===== config.mk =====
export PLATFORM = sky130hd
export DESIGN_NAME = weight_fetch_ctrl
export DESIGN_NICKNAME = d
export VERILOG_FILES = /design/src/rtl/npu_weight_pkg.sv /design/src/rtl/wf_watchdog.sv /design/src/rtl/weight_fetch_ctrl.sv
export SDC_FILE = /design/constraint.sdc
export NUM_CORES = 1
export LEC_CHECK = 0
export BUFFER_PORTS_ARGS = -buffer_cell sky130_fd_sc_hd__buf_2
export CAP_MARGIN = 40
export CORE_ASPECT_RATIO = 1.25
export CORE_MARGIN = 4
export CORE_UTILIZATION = 44
export DETAILED_ROUTE_END_ITERATION = 16
export GPL_TIMING_DRIVEN = 0
export PLACE_DENSITY = 0.83
export SYNTH_ARGS = -nofsm -noshare
export SYNTH_HDL_FRONTEND = slang
export SYNTH_SLANG_ARGS = --single-unit

===== constraint.sdc =====
create_clock -name clk -period 3.5 [get_ports clk]
set_clock_uncertainty 0.15 [all_clocks]
set_input_delay 0.875 -clock clk [delete_from_list [all_inputs] [get_ports clk]]
set_output_delay 0.875 -clock clk [all_outputs]
set_load 0.005 [all_outputs]

===== src/rtl/npu_weight_pkg.sv =====
// Shared definitions for the weight-fetch path: FSM state encoding,
// derived width helpers and the default server watchdog limit.
package npu_weight_pkg;

   typedef enum logic [2:0] {
      ST_IDLE   = 3'd0,
      ST_REQ    = 3'd1,
      ST_HOLD   = 3'd2,
      ST_FINISH = 3'd3,
      ST_DONE   = 3'd4
   } wf_state_t;

   localparam int unsigned DEFAULT_TIMEOUT = 255;

   function automatic int unsigned kernel_width(input int unsigned dw,
                                                input int unsigned kh,
                                                input int unsigned kw);
      return dw * kh * kw;
   endfunction

   function automatic int unsigned idx_width(input int unsigned n);
      return (n <= 2) ? 1 : $clog2(n);
   endfunction

endpackage


===== src/rtl/wf_watchdog.sv =====
// Cycle watchdog for server waits: counts while enabled, flags expiry on the
// TIMEOUT-th enabled cycle since the last clear.
module wf_watchdog
   import npu_weight_pkg::*;
#(
   parameter int unsigned TIMEOUT = DEFAULT_TIMEOUT
) (
   input  logic clk,
   input  logic rst,
   input  logic clear,
   input  logic enable,
   output logic expired
);

   localparam int unsigned CW = $clog2(TIMEOUT + 1);
   // count holds elapsed enabled cycles minus one, so expiry lines up with the
   // edge that ends the TIMEOUT-th cycle
   localparam logic [CW-1:0] LIMIT = CW'(TIMEOUT - 1);

   logic [CW-1:0] count;

   always_ff @(posedge clk or posedge rst) begin
      if (rst)
         count <= '0;
      else if (clear)
         count <= '0;
      else if (enable && !expired)
         count <= count + 1'b1;
   end

   always_comb begin
      expired = enable && (count == LIMIT);
   end

endmodule


===== src/rtl/weight_fetch_ctrl.sv =====
// Kernel fetch initiator: requests kernels from the weight server one at a
// time, latches each and presents it to the conv engine via valid/ready.
module weight_fetch_ctrl
   import npu_weight_pkg::*;
#(
   parameter int unsigned DATA_WIDTH  = 8,
   parameter int unsigned K_H         = 3,
   parameter int unsigned K_W         = 3,
   parameter int unsigned NUM_KERNELS = 3,
   parameter int unsigned TIMEOUT     = DEFAULT_TIMEOUT,
   localparam int unsigned KW    = kernel_width(DATA_WIDTH, K_H, K_W),
   localparam int unsigned IDX_W = idx_width(NUM_KERNELS)
) (
   input  logic             clk,
   input  logic             rst,
   input  logic             start,
   output logic             srv_start,
   output logic             next_kernel,
   input  logic [KW-1:0]    kernel_in,
   input  logic             kernel_valid_in,
   input  logic             server_done,
   output logic [KW-1:0]    kernel_out,
   output logic [IDX_W-1:0] kernel_idx,
   output logic             out_valid,
   input  logic             out_ready,
   output logic             busy,
   output logic             done,
   output logic             error
);

   localparam logic [IDX_W-1:0] LAST_IDX = IDX_W'(NUM_KERNELS - 1);

   wf_state_t        state;
   logic [IDX_W-1:0] count;
   logic             srv_done_seen;
   logic             wd_enable;
   logic             wd_clear;
   logic             wd_expired;

   // Watched states are only ever entered from unwatched ones, so holding the
   // counter clear outside them restarts it on every state entry.
   always_comb begin
      wd_enable = (state == ST_REQ) || (state == ST_FINISH);
      wd_clear  = !wd_enable;
   end

   wf_watchdog #(
      .TIMEOUT (TIMEOUT)
   ) u_watchdog (
      .clk     (clk),
      .rst     (rst),
      .clear   (wd_clear),
      .enable  (wd_enable),
      .expired (wd_expired)
   );

   always_ff @(posedge clk or posedge rst) begin
      if (rst) begin
         state         <= ST_IDLE;
         count         <= '0;
         srv_done_seen <= 1'b0;
         srv_start     <= 1'b0;
         next_kernel   <= 1'b0;
         kernel_out    <= '0;
         kernel_idx    <= '0;
         out_valid     <= 1'b0;
         busy          <= 1'b0;
         done          <= 1'b0;
         error         <= 1'b0;
      end else begin
         srv_start <= 1'b0;
         done      <= 1'b0;

         // Server may finish while the last kernel is still held by the engine
         if (server_done && (state != ST_IDLE) && (state != ST_REQ))
            srv_done_seen <= 1'b1;

         case (state)
            ST_IDLE: begin
               if (start) begin
                  state         <= ST_REQ;
                  count         <= '0;
                  error         <= 1'b0;
                  srv_done_seen <= 1'b0;
                  srv_start     <= 1'b1;
                  next_kernel   <= 1'b1;
                  busy          <= 1'b1;
               end
            end

            ST_REQ: begin
               if (server_done) begin
                  error       <= 1'b1;
                  next_kernel <= 1'b0;
                  done        <= 1'b1;
                  state       <= ST_DONE;
               end else if (kernel_valid_in) begin
                  next_kernel <= 1'b0;
                  kernel_out  <= kernel_in;
                  kernel_idx  <= count;
                  out_valid   <= 1'b1;
                  state       <= ST_HOLD;
               end else if (wd_expired) begin
                  error       <= 1'b1;
                  next_kernel <= 1'b0;
                  done        <= 1'b1;
                  state       <= ST_DONE;
               end
            end

            ST_HOLD: begin
               if (out_valid && out_ready) begin
                  out_valid <= 1'b0;
                  if (count == LAST_IDX) begin
                     state <= ST_FINISH;
                  end else begin
                     count       <= count + 1'b1;
                     next_kernel <= 1'b1;
                     state       <= ST_REQ;
                  end
               end
            end

            ST_FINISH: begin
               if (srv_done_seen || server_done) begin
                  done  <= 1'b1;
                  state <= ST_DONE;
               end else if (wd_expired) begin
                  error <= 1'b1;
                  done  <= 1'b1;
                  state <= ST_DONE;
               end
            end

            ST_DONE: begin
               busy  <= 1'b0;
               state <= ST_IDLE;
            end

            default: begin
               next_kernel <= 1'b0;
               out_valid   <= 1'b0;
               busy        <= 1'b0;
               state       <= ST_IDLE;
            end
         endcase
      end
   end

endmodule


* Word level (Yosys, flattened, before mapping)
Cells that the tools add are included.
Storage, ports and cells: logic and storage cells 98, register bits after elaboration 94, output and inout port bits 80
Operators by class: reduce and logical (&&, ||, !) cells 22, bitwise operators 4, $add $sub $neg 2, multiplexer cells 42, eq/ne operators 16
Operators by type and width (count):
- $mux 1 | 23
- $mux 3 | 6
- $mux 8 | 2
- $ne 2x2->1 const B | 7
- $pmux 3 s4 | 1
- $reduce_and 4->1 | 3
- $add 8x1->8 const B | 1
- $eq 8x8->1 const B | 1
- $mux 2 | 4
- $eq 3x2->1 const B | 2
- $pmux 1 s3 | 2
- $reduce_bool 3->1 | 2
- $reduce_or 3->1 | 2
- $logic_and 1x1->1 | 5
- $reduce_and 5->1 | 1
- $ne 4x3->1 const B | 1
- $not 1->1 | 4
- $pmux 1 s2 | 2
- $pmux 1 s4 | 1
- $pmux 2 s2 | 1
- $reduce_and 2->1 | 2
- $eq 3x1->1 const B | 1
- $eq 3x3->1 const B | 1
- $logic_not 3->1 | 1
- 9 further kinds | 10

* Depth between registers and ports, before layout
Gate-level depths: netlist of run 1.
depth after elaboration 7, gate-level depth with buffers 7, mapped depth without buffers 6

* Hierarchy
From an unflattened synthesis of run 1, not the netlist that was laid out.
Unflattened totals: cell total of the unflattened synthesis 279, area, all modules 4175.3 um2
Modules (own cells, without submodules):
- weight_fetch_ctrl | instances 1, cells an instance 229, seq. area each 2152.1 um2, area an instance 3668.5 um2
- wf_watchdog | instances 1, cells an instance 50, seq. area each 200.2 um2, area an instance 506.7 um2

* Least setup slack after synthesis of run 1
Ideal clock, no wire load.
kind input-to-reg, from input server_done, to register kernel_out[16], data arrival time 1837 ps, required time 3225 ps, path buffers 3, cell stages on the path 6, slack 1387 ps, cell sequence buf_2 nor2b_4 nand3b_2 buf_6 buf_6 mux2_4
On the way: word-level cells in the longest chain between the ends 2
Ends and longest elaborated chain:
- from (decl) | RTL line weight_fetch_ctrl.sv:21 | input logic server_done,
- $not 1->1 (no line)
- $reduce_and 3->1 (no line)
- to (signal assigned) | RTL line weight_fetch_ctrl.sv:99 | kernel_out <= kernel_in;
- to (decl) | RTL line weight_fetch_ctrl.sv:22 | output logic [KW-1:0] kernel_out,
No other way between the ends. A chain may end at the register's enable or synchronous reset.

* Final worst setup path of run 1
from input kernel_valid_in, to register kernel_out[63]
On the way: word-level cells in the longest chain between the ends 1
Ends and longest elaborated chain:
- from (decl) | RTL line weight_fetch_ctrl.sv:20 | input logic kernel_valid_in,
- $reduce_and 3->1 (no line)
No other way between the ends.

==> results.md, run 1 <==
- I/O pins: 158
- Synth Cell Area: around 0.004 sq mm
- Setup TNS: 0 ns
- M2 GR Usage: roughly 29%
- Nets@finish: 519
- Worst path bufs/invs: 2
- Synth Flop Type: dfrtp_1
- Critical path, cell by cell: buf_2, nor2b_4, nand3b_2, buf_2, mux2_2
- Post-Synthesis Cells: between 200 and 300
- ANT cells: 0
- Critical path arrival: 2.00 ns
- Top-count cell post-synth: dfrtp_1
- TritonCTS clock tree: built
- GP Congestion: 0.8266
- Die area: ~0.011 sq mm
- Mapped Nets: 351
- Synth area leaders: dfrtp_1 59%, mux2_4 14%, mux2_2 10%
- Total setup buffers inserted after CTS: 0
- Detailed Place HPWL: 6583 microns
- # resized after CTS: 0
- Final hold viol count: 0
- Die X: 92.86 microns
- Initial antenna violation count: 0
- GR peak layer: met2
- # setup viols final: 0
- Worst setup EP type: flop
- Final wirelength: 8685 microns
- Post-synthesis sequential area ratio: 59.40%
- Drt first-iter violations: 89
- # DRC: 0
- Area of the core: 0.008748 sq mm
- Hold_buf cts: 0
- Largest delay share family, worst path: buffers and inverters
- First-pass GRT wire length: 13750 microns
- Largest net degree at the start of global routing: 49
- GRT met1 Usage: 19.56%
- Most area-hungry cell type in the Yosys netlist: dfrtp_1
- Clk sink count: 94
- Vias in the first global route: 2831
- Vias per inst: 4.861
- Worst-skew pair later-pin latency: 0.34 ns
- Fin. max-slew vios: 0
- Fillers: between 700 and 800
- GRT Total Usage: 16.51%
- Detailed Routing Iterations Pass 1: 4
- Crit path launch type: input pin
- Pwr Density: 827.7 mW/mm^2
- Fmax achieved: 521.0 MHz
- GRT met3 Usage: 3.156%
- Setup Crit Path Kind: input pin to flop
- H-Tree Depth: 3
- Die Y: ~110 microns
- Hold Slack: ~0.33 ns
- Clock Tree Buf Depth: 2
- Root Driver: clkbuf_8
- Share of cells above drive strength 1: 59.14%
- Synth top area share: 59.40%
- Max rail drop VDD: 0.0003220 V
- Syn_area_per_cell: approximately 15 sq um
- Worst hold path type: flop to flop
- Post-synth EDFFs: 0
- Period minus WS final: roughly 1.9 ns
- Worst stage delay on the critical path: 0.38 ns
- Worst Path Required: ~3.6 ns
- Status: complete, no violations
- Port bufs: 156
- Reg clk slew, reported paths: about 0.08 ns
- Initial Util: 45.27%
- Slowest cell on the critical path: mux2_2
- Max FO, Critical Path: 10
- Yosys cell types: 36
- Worst-margin pin slew: 0.6027 ns
- Leakage: 2.707 nW
- DRT antenna net count: 0
- Ys Warns: 0
- Async SR Flop Fraction: between 90% and 100%
- Mean routed wirelength per cell: 15.43 microns
- Max_cap viols: 0
- RSZ-0062 raised after global routing: false
- Most instantiated cells after synthesis: 94 x dfrtp_1, 37 x mux2_4, 36 x mux2_2
- Row count: 38
- GRT overflow: 0
- Total number of vias: about 2700
- Critical Path Most Common Cell: buf_2
- Synth Register Bits: between 90 and 100
- TritonCTS Buffers: 9
- Area delta synth->final: 30.17%
- Worst slew margin: 59.82%
- Crit share post-route: about 55%
[per-stage QoR]
stage                     area [sq um]  instances  power (mW)  setup WS (ns)  utilization [%]
final                             5155        563       4.267          1.581            58.92
after global routing              5155        563       4.557          1.521            58.92
after CTS                         5155        563       4.332          1.558            58.92
after detailed placement          4921        547       3.504          1.180            56.25
after global placement            4891        546       3.418        -0.9177            55.91
after floorplan                   3960        270       2.791        0.02633                -
[sequential cells by signal (all words and copies together), names as in the netlist]
register          flops
done                  1
out_valid             1
state                 3
count                 2
error                 1
kernel_idx            2
srv_done_seen         1
srv_start             1
busy                  1
kernel_out           72
next_kernel           1
u_watchdog.count      8
[cell families (layout without fill, tap and decap cells)]
kind of cell,count (synthesis),in the layout,synth area share [%]
flops,94,94,59.40
mux,75,75,24.77
simple gates,43,43,6.256
compound gates,31,31,4.897
buf+inv,22,195,3.286
fa+ha+maj,3,3,0.9480
xor+xnor,2,2,0.4424
[area by class of cell]
cell class | count | area [sq um] | area share (%)
buffer | 14 | 100.1 | 1.942
clock buffer | 13 | 168.9 | 3.277
clock inverter | 3 | 65.06 | 1.262
inverter | 8 | 32.53 | 0.6311
multi-input combinational | 154 | 1478 | 28.67
sequential | 94 | 2352 | 45.63
tap | 120 | 150.1 | 2.913
timing repair buffer | 157 | 808.3 | 15.68
[metal layers]
metal,wire length (microns),part of all wire (%)
met2,4558,52
met5,0,0
met4,172,2.0
met3,471,5.4
met1,3483,40
[report_power, final]
group          switching [mW]  leakage [nW]  internal, mW  total [mW]
registers               0.252          1.15          1.58        1.83
logic                   0.651          1.44         0.978        1.63
clock network           0.346         0.120         0.460       0.807
total                    1.25          2.71          3.02        4.27
[worst reg2reg max path, stage by stage (launching register included)]
cell	delay, ns
dfrtp_1	0.43
inv_1	0.07
ha_1	0.22
and3_1	0.21
nand2_1	0.11
buf_2	0.22
nor2_1	0.08
o31a_1	0.24
[placed cells by master (no fill, tap or decap), drive strengths merged, types with 3 or more instances in the layout]
cell type  instances
a21oi              7
and3               3
buf              171
clkbuf            13
dfrtp             94
ha                 3
inv                8
mux2              73
nand2              9
nand2b             3
nand3              5
nand3b             5
nor2               9
nor2b              5
o21ai             10
[final timing paths]
check,to,start,cells past startpoint,slack [ns]
max reg2reg,state[2],u_watchdog.count[0],7,1.67
max in group asynchronous,u_watchdog.count[0],rst,3,2.11
max,kernel_out[63],kernel_valid_in,5,1.58
min reg2reg,kernel_idx[0],kernel_idx[0],2,0.33
min,kernel_idx[0],kernel_idx[0],2,0.33
min in group asynchronous,kernel_out[34],rst,2,0.45
Note: power is estimated with default switching activity, not from simulation.
==> run 2, diff against run 1 <==
- ABC_AREA: not set -> 1
- CORE_UTILIZATION: 44 -> 48
- PLACE_DENSITY: 0.83 -> 0.86
- clock period: 3.5 -> 1.9 ns (I/O delays scaled with it)
==> results.md, run 2 <==
- Status: complete, no violations (unchanged)
- DRT antenna net count: 0 (unchanged)
- Async SR Flop Fraction: 100.0% (unchanged)
- Total number of vias: 3510 (was 2737)
- Most frequent cells in the layout: 257 x nand2_1, 163 x buf_2, 94 x dfrtp_1 (was 164 x buf_2, 94 x dfrtp_1, 37 x mux2_4)
- Placed cell area: 0.004838 sq mm (was 0.004921 sq mm)
- Fin. max-slew vios: 0 (unchanged)
- Max FO, Critical Path: 10 (unchanged)
- Synth top area share: 60.47% (was 59.40%)
- Synth Flop Type: dfrtp_1 (unchanged)
- Most common cell after layout, fill and taps aside: nand2_1 (was buf_2)
- Worst stage delay on the critical path: 0.48 ns (was 0.38 ns)
- Die area: 0.009618 sq mm (was 0.01059 sq mm)
- Port bufs: 157 (was 156)
- Root Driver: clkbuf_8 (unchanged)
- Largest net degree at the start of global routing: 41 (was 49)
- Detailed Routing Iterations Pass 1: 6 (was 4)
- Mean routed wirelength per cell: 13.35 microns (was 15.43 microns)
- Area of the core: 0.007838 sq mm (was 0.008748 sq mm)
- Worst-skew pair later-pin latency: 0.35 ns (was 0.34 ns)
- I/O pins: 158 (unchanged)
- Drt first-iter violations: 261 (was 89)
- Die Y: 108.7 microns (was 114.1 microns)
- Yosys cell types: 25 (was 36)
- Initial Util: 49.63% (was 45.27%)
- Critical path arrival: 1.85 ns (was 2.00 ns)
- Setup TNS: 0 ns (unchanged)
- Initial antenna violation count: 0 (unchanged)
- Worst setup EP type: flop (unchanged)
- Leakage: 2.937 nW (was 2.707 nW)
- Critical path, cell by cell: nor2_4, nand4_2, buf_4, buf_2, nand2_1, nand2_1 (was buf_2, nor2b_4, nand3b_2, buf_2, mux2_2)
- Most area-hungry cell type in the Yosys netlist: dfrtp_1 (unchanged)
- Vias per inst: 4.835 (was 4.861)
- Worst-margin pin slew: 0.6905 ns (was 0.6027 ns)
- Total power: 7.118 mW (was 4.267 mW)
- Critical Path Most Common Cell: nand2_1 (was buf_2)
- Max rail drop VDD: 0.0007329 V (was 0.0003220 V)
- Largest Register: kernel_out (unchanged)
- Wire length on met1: 3774 microns (was 3483 microns)
- Number of flip-flops under the largest register name: 72 (unchanged)
- Most instantiated cells after synthesis: 257 x nand2_1, 94 x dfrtp_1, 22 x inv_1 (was 94 x dfrtp_1, 37 x mux2_4, 36 x mux2_2)
- Flop pwr share: 46.6% (was 42.9%)
- Met3 wire length: 612 microns (was 471 microns)
- Fmax achieved: 569.8 MHz
- Worst Path Required: 2.00 ns (was 3.58 ns)
- Total setup buffers inserted after CTS: 0 (unchanged)
- Setup Crit Path Kind: flop to flop (was input pin to flop)
- # DRC: 0 (unchanged)
- Post-Synthesis Cells: 458 (was 270)
- Design area: 0.004992 sq mm (was 0.005155 sq mm)
- H-Tree Depth: 3 (unchanged)
- Fillers: 654 (was 741)
- Pwr Density: 1426 mW/mm^2 (was 827.7 mW/mm^2)
- Crit share post-route: 92.37%
- Comb pwr share: 37.5% (was 38.2%)
- P_sw: 2.632 mW (was 1.249 mW)
- Period minus WS final: 1.755 ns
- ANT cells: 0 (unchanged)
- Highest metal used: met4 (unchanged)
- TritonCTS Buffers: 9 (unchanged)
- # setup viols final: 0 (unchanged)
- Post-synth EDFFs: 0 (unchanged)
- Clock Tree Buf Depth: 2 (unchanged)
- Max_cap viols: 0 (unchanged)
- Vias in the first global route: 3448 (was 2831)
- Largest registers: kernel_out (72), u_watchdog.count (8), state (3) (unchanged)
- Final wirelength: 9693 microns (was 8685 microns)
- Pint: 4.486 mW (was 3.018 mW)
- Reg clk slew, reported paths: 0.09 ns (was 0.08 ns)
- Crit path launch type: flop (was input pin)
- Slowest cell on the critical path: dfrtp_1 (was mux2_2)
- Worst hold path type: input pin to asynchronous set/reset pin (was flop to flop)
- Switching Share: 36.97% (was 29.28%)
- Mapped Nets: 539 (was 351)
- First-pass GRT wire length: 15550 microns (was 13750 microns)
- Top-count cell post-synth: nand2_1 (was dfrtp_1)
- Clock power frac: 15.9% (was 18.9%)
- GRT overflow: 0 (unchanged)
- Synth Cell Area: 0.003890 sq mm (was 0.003960 sq mm)
- Synth area leaders: dfrtp_1 60%, nand2_1 25%, inv_1 2.1% (was dfrtp_1 59%, mux2_4 14%, mux2_2 10%)
- GP Congestion: 0.8854 (was 0.8266)
- Area delta synth->final: 28.34% (was 30.17%)
- Met2 WL: 4939 microns (was 4558 microns)
- Share of cells above drive strength 1: 30.90% (was 59.14%)
- Die X: 88.52 microns (was 92.86 microns)
- Ys Warns: 0 (unchanged)
- TritonCTS clock tree: built (unchanged)
- Syn_area_per_cell: 8.493 sq um (was 14.67 sq um)
- Nets@finish: 709 (was 519)
- Synth Register Bits: 94 (unchanged)
- Post-synthesis sequential area ratio: 60.47% (was 59.40%)
- Row count: 36 (was 38)
- Clk sink count: 94 (unchanged)
- Detailed Place HPWL: 7420 microns (was 6583 microns)
- RSZ-0062 raised after global routing: false (unchanged)
- GRT Total Usage: 20.77% (was 16.51%)
- Final hold viol count: 0 (unchanged)
- Worst slew margin: 53.87% (was 59.82%)
-- run 2: path summary, 6_finish.rpt --
path	startpoint	to	slack, ns	depth (start not counted)
max	state[2]	kernel_out[29]	0.14	6
min in group clk	kernel_in[47]	kernel_out[47]	0.16	3
max reg2reg	state[2]	kernel_out[29]	0.14	6
max in group asynchronous	rst	kernel_out[27]	0.91	3
min reg2reg	kernel_out[50]	kernel_out[50]	0.33	2
min	rst	u_watchdog.count[7]	0.06	2
-- run 2: routing by layer --
metal	global-route usage, %	up-vias
met4	11.45	0
met5	0	-
li1	-	1744
met2	35.03	126
met3	3.930	29
met1	24.71	1611
-- run 2: per-stage QoR --
stage	utilization, %	hold slack [ns]	std cells	worst slack, ns
3_5_place_dp	61.73	0.3095	712	0.1155
6_report	63.70	0.06427	726	0.1450
3_3_place_gp	61.22	0.3061	710	-0.4055
4_1_cts	63.70	0.06967	726	0.1155
5_1_grt	63.70	0.1118	726	0.01902
2_1_floorplan	-	0.3052	458	0.1693
-- run 2: layout make-up --
type | count | area (sq um) | area share (%)
Clock inverter | 4 | 26.28 | 0.5263
Buffer | 17 | 120.1 | 2.406
Sequential cell | 94 | 2352 | 47.12
Timing Repair Buffer | 159 | 825.8 | 16.54
Tap cell | 95 | 118.9 | 2.381
Clock buffer | 10 | 127.6 | 2.556
Multi-Input combinational cell | 323 | 1328 | 26.59
Inverter | 24 | 93.84 | 1.880
-- run 2: cell families (layout without fill, tap and decap cells) --
family	after synthesis	count (layout)	share of synthesized area (%)
AOI/OAI and AO/OA	21	21	2.895
adders and majority gates	3	3	0.9650
and+or+nand+nor	299	299	30.27
buffers and inverters	41	214	5.404
DFF	94	94	60.47
-- run 2: timing repair --
action,4_1_cts,5_1_grt
endpoints found under the hold margin,0,0
setup endpoints to repair,0,1
resized for setup,0,1
hold buffers,0,0
-- run 2: power by group through the flow --
| stage | Combinational [mW] | Clock [mW] | Sequential (mW) |
|---|---|---|---|
| after floorplan | 1.38 | 0 | 3.38 |
| after global placement | 2.60 | 0 | 3.30 |
| after detailed placement | 2.72 | 0 | 3.33 |
| after CTS | 2.72 | 1.16 | 3.31 |
| after global routing | 3.06 | 1.24 | 3.42 |
| final | 2.67 | 1.13 | 3.32 |
-- run 2: worst max-delay path: cells and delay by family (launching register included) --
family,cells,cell delay [ns]
and+or+nand+nor,4,0.56
DFF,1,0.48
buffers and inverters,2,0.45
==> run 3, diff against run 2 <==
- BUFFER_PORTS_ARGS: -buffer_cell sky130_fd_sc_hd__buf_2 -> not set
- CORE_UTILIZATION: 48 -> 62
- DONT_BUFFER_PORTS: not set -> 1
- PLACE_DENSITY: 0.86 -> 0.84
==> results.md, run 3 (same netlist as run 2, synthesis figures left out) <==
- Max_cap viols: 0 (unchanged)
- Total number of vias: 2955 (was 3510)
- Die Y: 96.56 microns (was 108.7 microns)
- Fmax achieved: 584.1 MHz (was 569.8 MHz)
- Worst hold path type: input pin to flop (was input pin to asynchronous set/reset pin)
- Row count: 32 (was 36)
- Reg2reg path depth: 6 (unchanged)
- Initial antenna violation count: 0 (unchanged)
- DRT antenna net count: 0 (unchanged)
- Critical path arrival: 1.80 ns (was 1.85 ns)
- Drt first-iter violations: 190 (was 261)
- TritonCTS clock tree: built (unchanged)
- Crit share post-route: 90.10% (was 92.37%)
- Largest net degree at the start of global routing: 42 (was 41)
- Setup Crit Path Kind: flop to flop (unchanged)
- Nets@finish: 553 (was 709)
- H-Tree Depth: 3 (unchanged)
- Max FO, Critical Path: 10 (unchanged)
- R2r setup slk: 0.19 ns (was 0.14 ns)
- Design area: 0.004265 sq mm (was 0.004992 sq mm)
- Critical Path Source: state[2] (unchanged)
- First-pass GRT wire length: 13360 microns (was 15550 microns)
- Reg clk slew, reported paths: 0.11 ns (was 0.09 ns)
- # setup viols final: 0 (unchanged)
- Max rail drop VDD: 0.0008333 V (was 0.0007329 V)
- TritonCTS Buffers: 9 (unchanged)
- ANT cells: 0 (unchanged)
- Clock Tree Buf Depth: 2 (unchanged)
- GRT overflow: 0 (unchanged)
- Initial Util: 63.50% (was 49.63%)
- Placed cell area: 0.004040 sq mm (was 0.004838 sq mm)
- Total setup buffers inserted after CTS: 0 (unchanged)
- Vias in the first global route: 2806 (was 3448)
- Largest Register: kernel_out (unchanged)
- Reg2Reg Capture Point: kernel_out[18] (was kernel_out[29])
- Largest registers: kernel_out (72), u_watchdog.count (8), state (3) (unchanged)
- Die X: 78.85 microns (was 88.52 microns)
- Die area: 0.007613 sq mm (was 0.009618 sq mm)
- CP endpoint: kernel_out[18] (was kernel_out[29])
- Area of the core: 0.006126 sq mm (was 0.007838 sq mm)
- GRT Total Usage: 22.80% (was 20.77%)
- Number of flip-flops under the largest register name: 72 (unchanged)
- RSZ-0062 raised after global routing: false (unchanged)
- Leakage: 2.303 nW (was 2.937 nW)
- Worst setup EP type: flop (unchanged)
- Clk sink count: 94 (unchanged)
- Mean routed wirelength per cell: 15.11 microns (was 13.35 microns)
- R2R Path Start: state[2] (unchanged)
- Pwr Density: 1562 mW/mm^2 (was 1426 mW/mm^2)
- Port bufs: 0 (was 157)
- Period minus WS final: 1.712 ns (was 1.755 ns)
- Vias per inst: 5.258 (was 4.835)
- Crit path launch type: flop (unchanged)
- Final wirelength: 8490 microns (was 9693 microns)
- Share of cells above drive strength 1: 8.595% (was 30.90%)
- Worst Path Required: 1.99 ns (was 2.00 ns)
- I/O pins: 158 (unchanged)
- Worst slew margin: 73.81% (was 53.87%)
- Worst-margin pin slew: 0.3929 ns (was 0.6905 ns)
- Detailed Place HPWL: 6277 microns (was 7420 microns)
- Most frequent cells in the layout: 257 x nand2_1, 94 x dfrtp_1, 21 x nor2_1 (was 257 x nand2_1, 163 x buf_2, 94 x dfrtp_1)
- GP Congestion: 0.9018 (was 0.8854)
- Fin. max-slew vios: 0 (unchanged)
- Status: complete, no violations (unchanged)
- Worst-skew pair later-pin latency: 0.35 ns (about the same)
- Root Driver: clkbuf_8 (unchanged)
- # DRC: 0 (unchanged)
- Detailed Routing Iterations Pass 1: 4 (was 6)
- Final hold viol count: 0 (unchanged)
- Most common cell after layout, fill and taps aside: nand2_1 (unchanged)
- Final core utilization: 69.63% (was 63.70%)
- Area delta synth->final: 9.649% (was 28.34%)
-- run 3: critical path, cell delays in order, from the launching register on --
cell and delay, ns:
dfrtp_1 0.47, nor2_4 0.19, nand4_2 0.20, buf_4 0.25
buf_2 0.19, nand2_1 0.09, nand2_1 0.05
-- run 3: per-stage QoR --
| step | hold slack [ns] | std cells | power [mW] | setup slack (ns) | TNS, ns |
|---|---|---|---|---|---|
| after CTS | 0.05826 | 562 | 6.718 | 0.1338 | 0 |
| after global placement | 0.3207 | 543 | 5.173 | -0.2310 | -21.35 |
| final | 0.07128 | 562 | 6.664 | 0.1881 | 0 |
| after detailed placement | 0.1802 | 545 | 5.314 | 0.1660 | 0 |
| after global routing | 0.05076 | 562 | 7.196 | 0.05252 | 0 |
| after floorplan | 0.3052 | 458 | 4.761 | 0.1693 | 0 |
-- run 3: worst min path at each step --
stage                     cells after the start     startpoint        endpoint
after floorplan                               2  srv_done_seen   srv_done_seen
after CTS                                     2  kernel_in[44]  kernel_out[44]
after detailed placement                      1            rst           error
after global placement                        2  srv_done_seen   srv_done_seen
final                                         2  kernel_in[39]  kernel_out[39]
after global routing                          2  kernel_in[39]  kernel_out[39]
-- run 3: metal layers --
| metal | up-vias | track usage [%] | part of all wire (%) |
|---|---|---|---|
| met5 | - | 0 | 0 |
| met4 | 0 | 8.596 | 1.5 |
| met3 | 16 | 5.195 | 7.4 |
| met2 | 117 | 38.53 | 52 |
| met1 | 1391 | 29.02 | 39 |
| li1 | 1431 | - | - |
-- run 3: report_power, final --
part           internal (mW)  switching (mW)
sequential              2.84           0.723
combinational          0.642            1.08
clock                  0.640           0.737
total                   4.12            2.54
-- run 3: repair_timing --
item                                    4_1_cts  5_1_grt
gates resized for setup                       0        1
endpoints found under the hold margin        13        0
hold buffers                                  1        0
endpoints found under the setup margin        0        1
-- run 3: area by class of cell --
cell class                      count  area, sq um
Buffer                             17        120.1
Clock buffer                        9        123.9
Clock inverter                      7        91.34
Fill cell                         503         1861
Inverter                           24        93.84
Multi-Input combinational cell    323         1328
Sequential cell                    94         2352
Tap cell                           85        106.4
Timing Repair Buffer                3        50.05
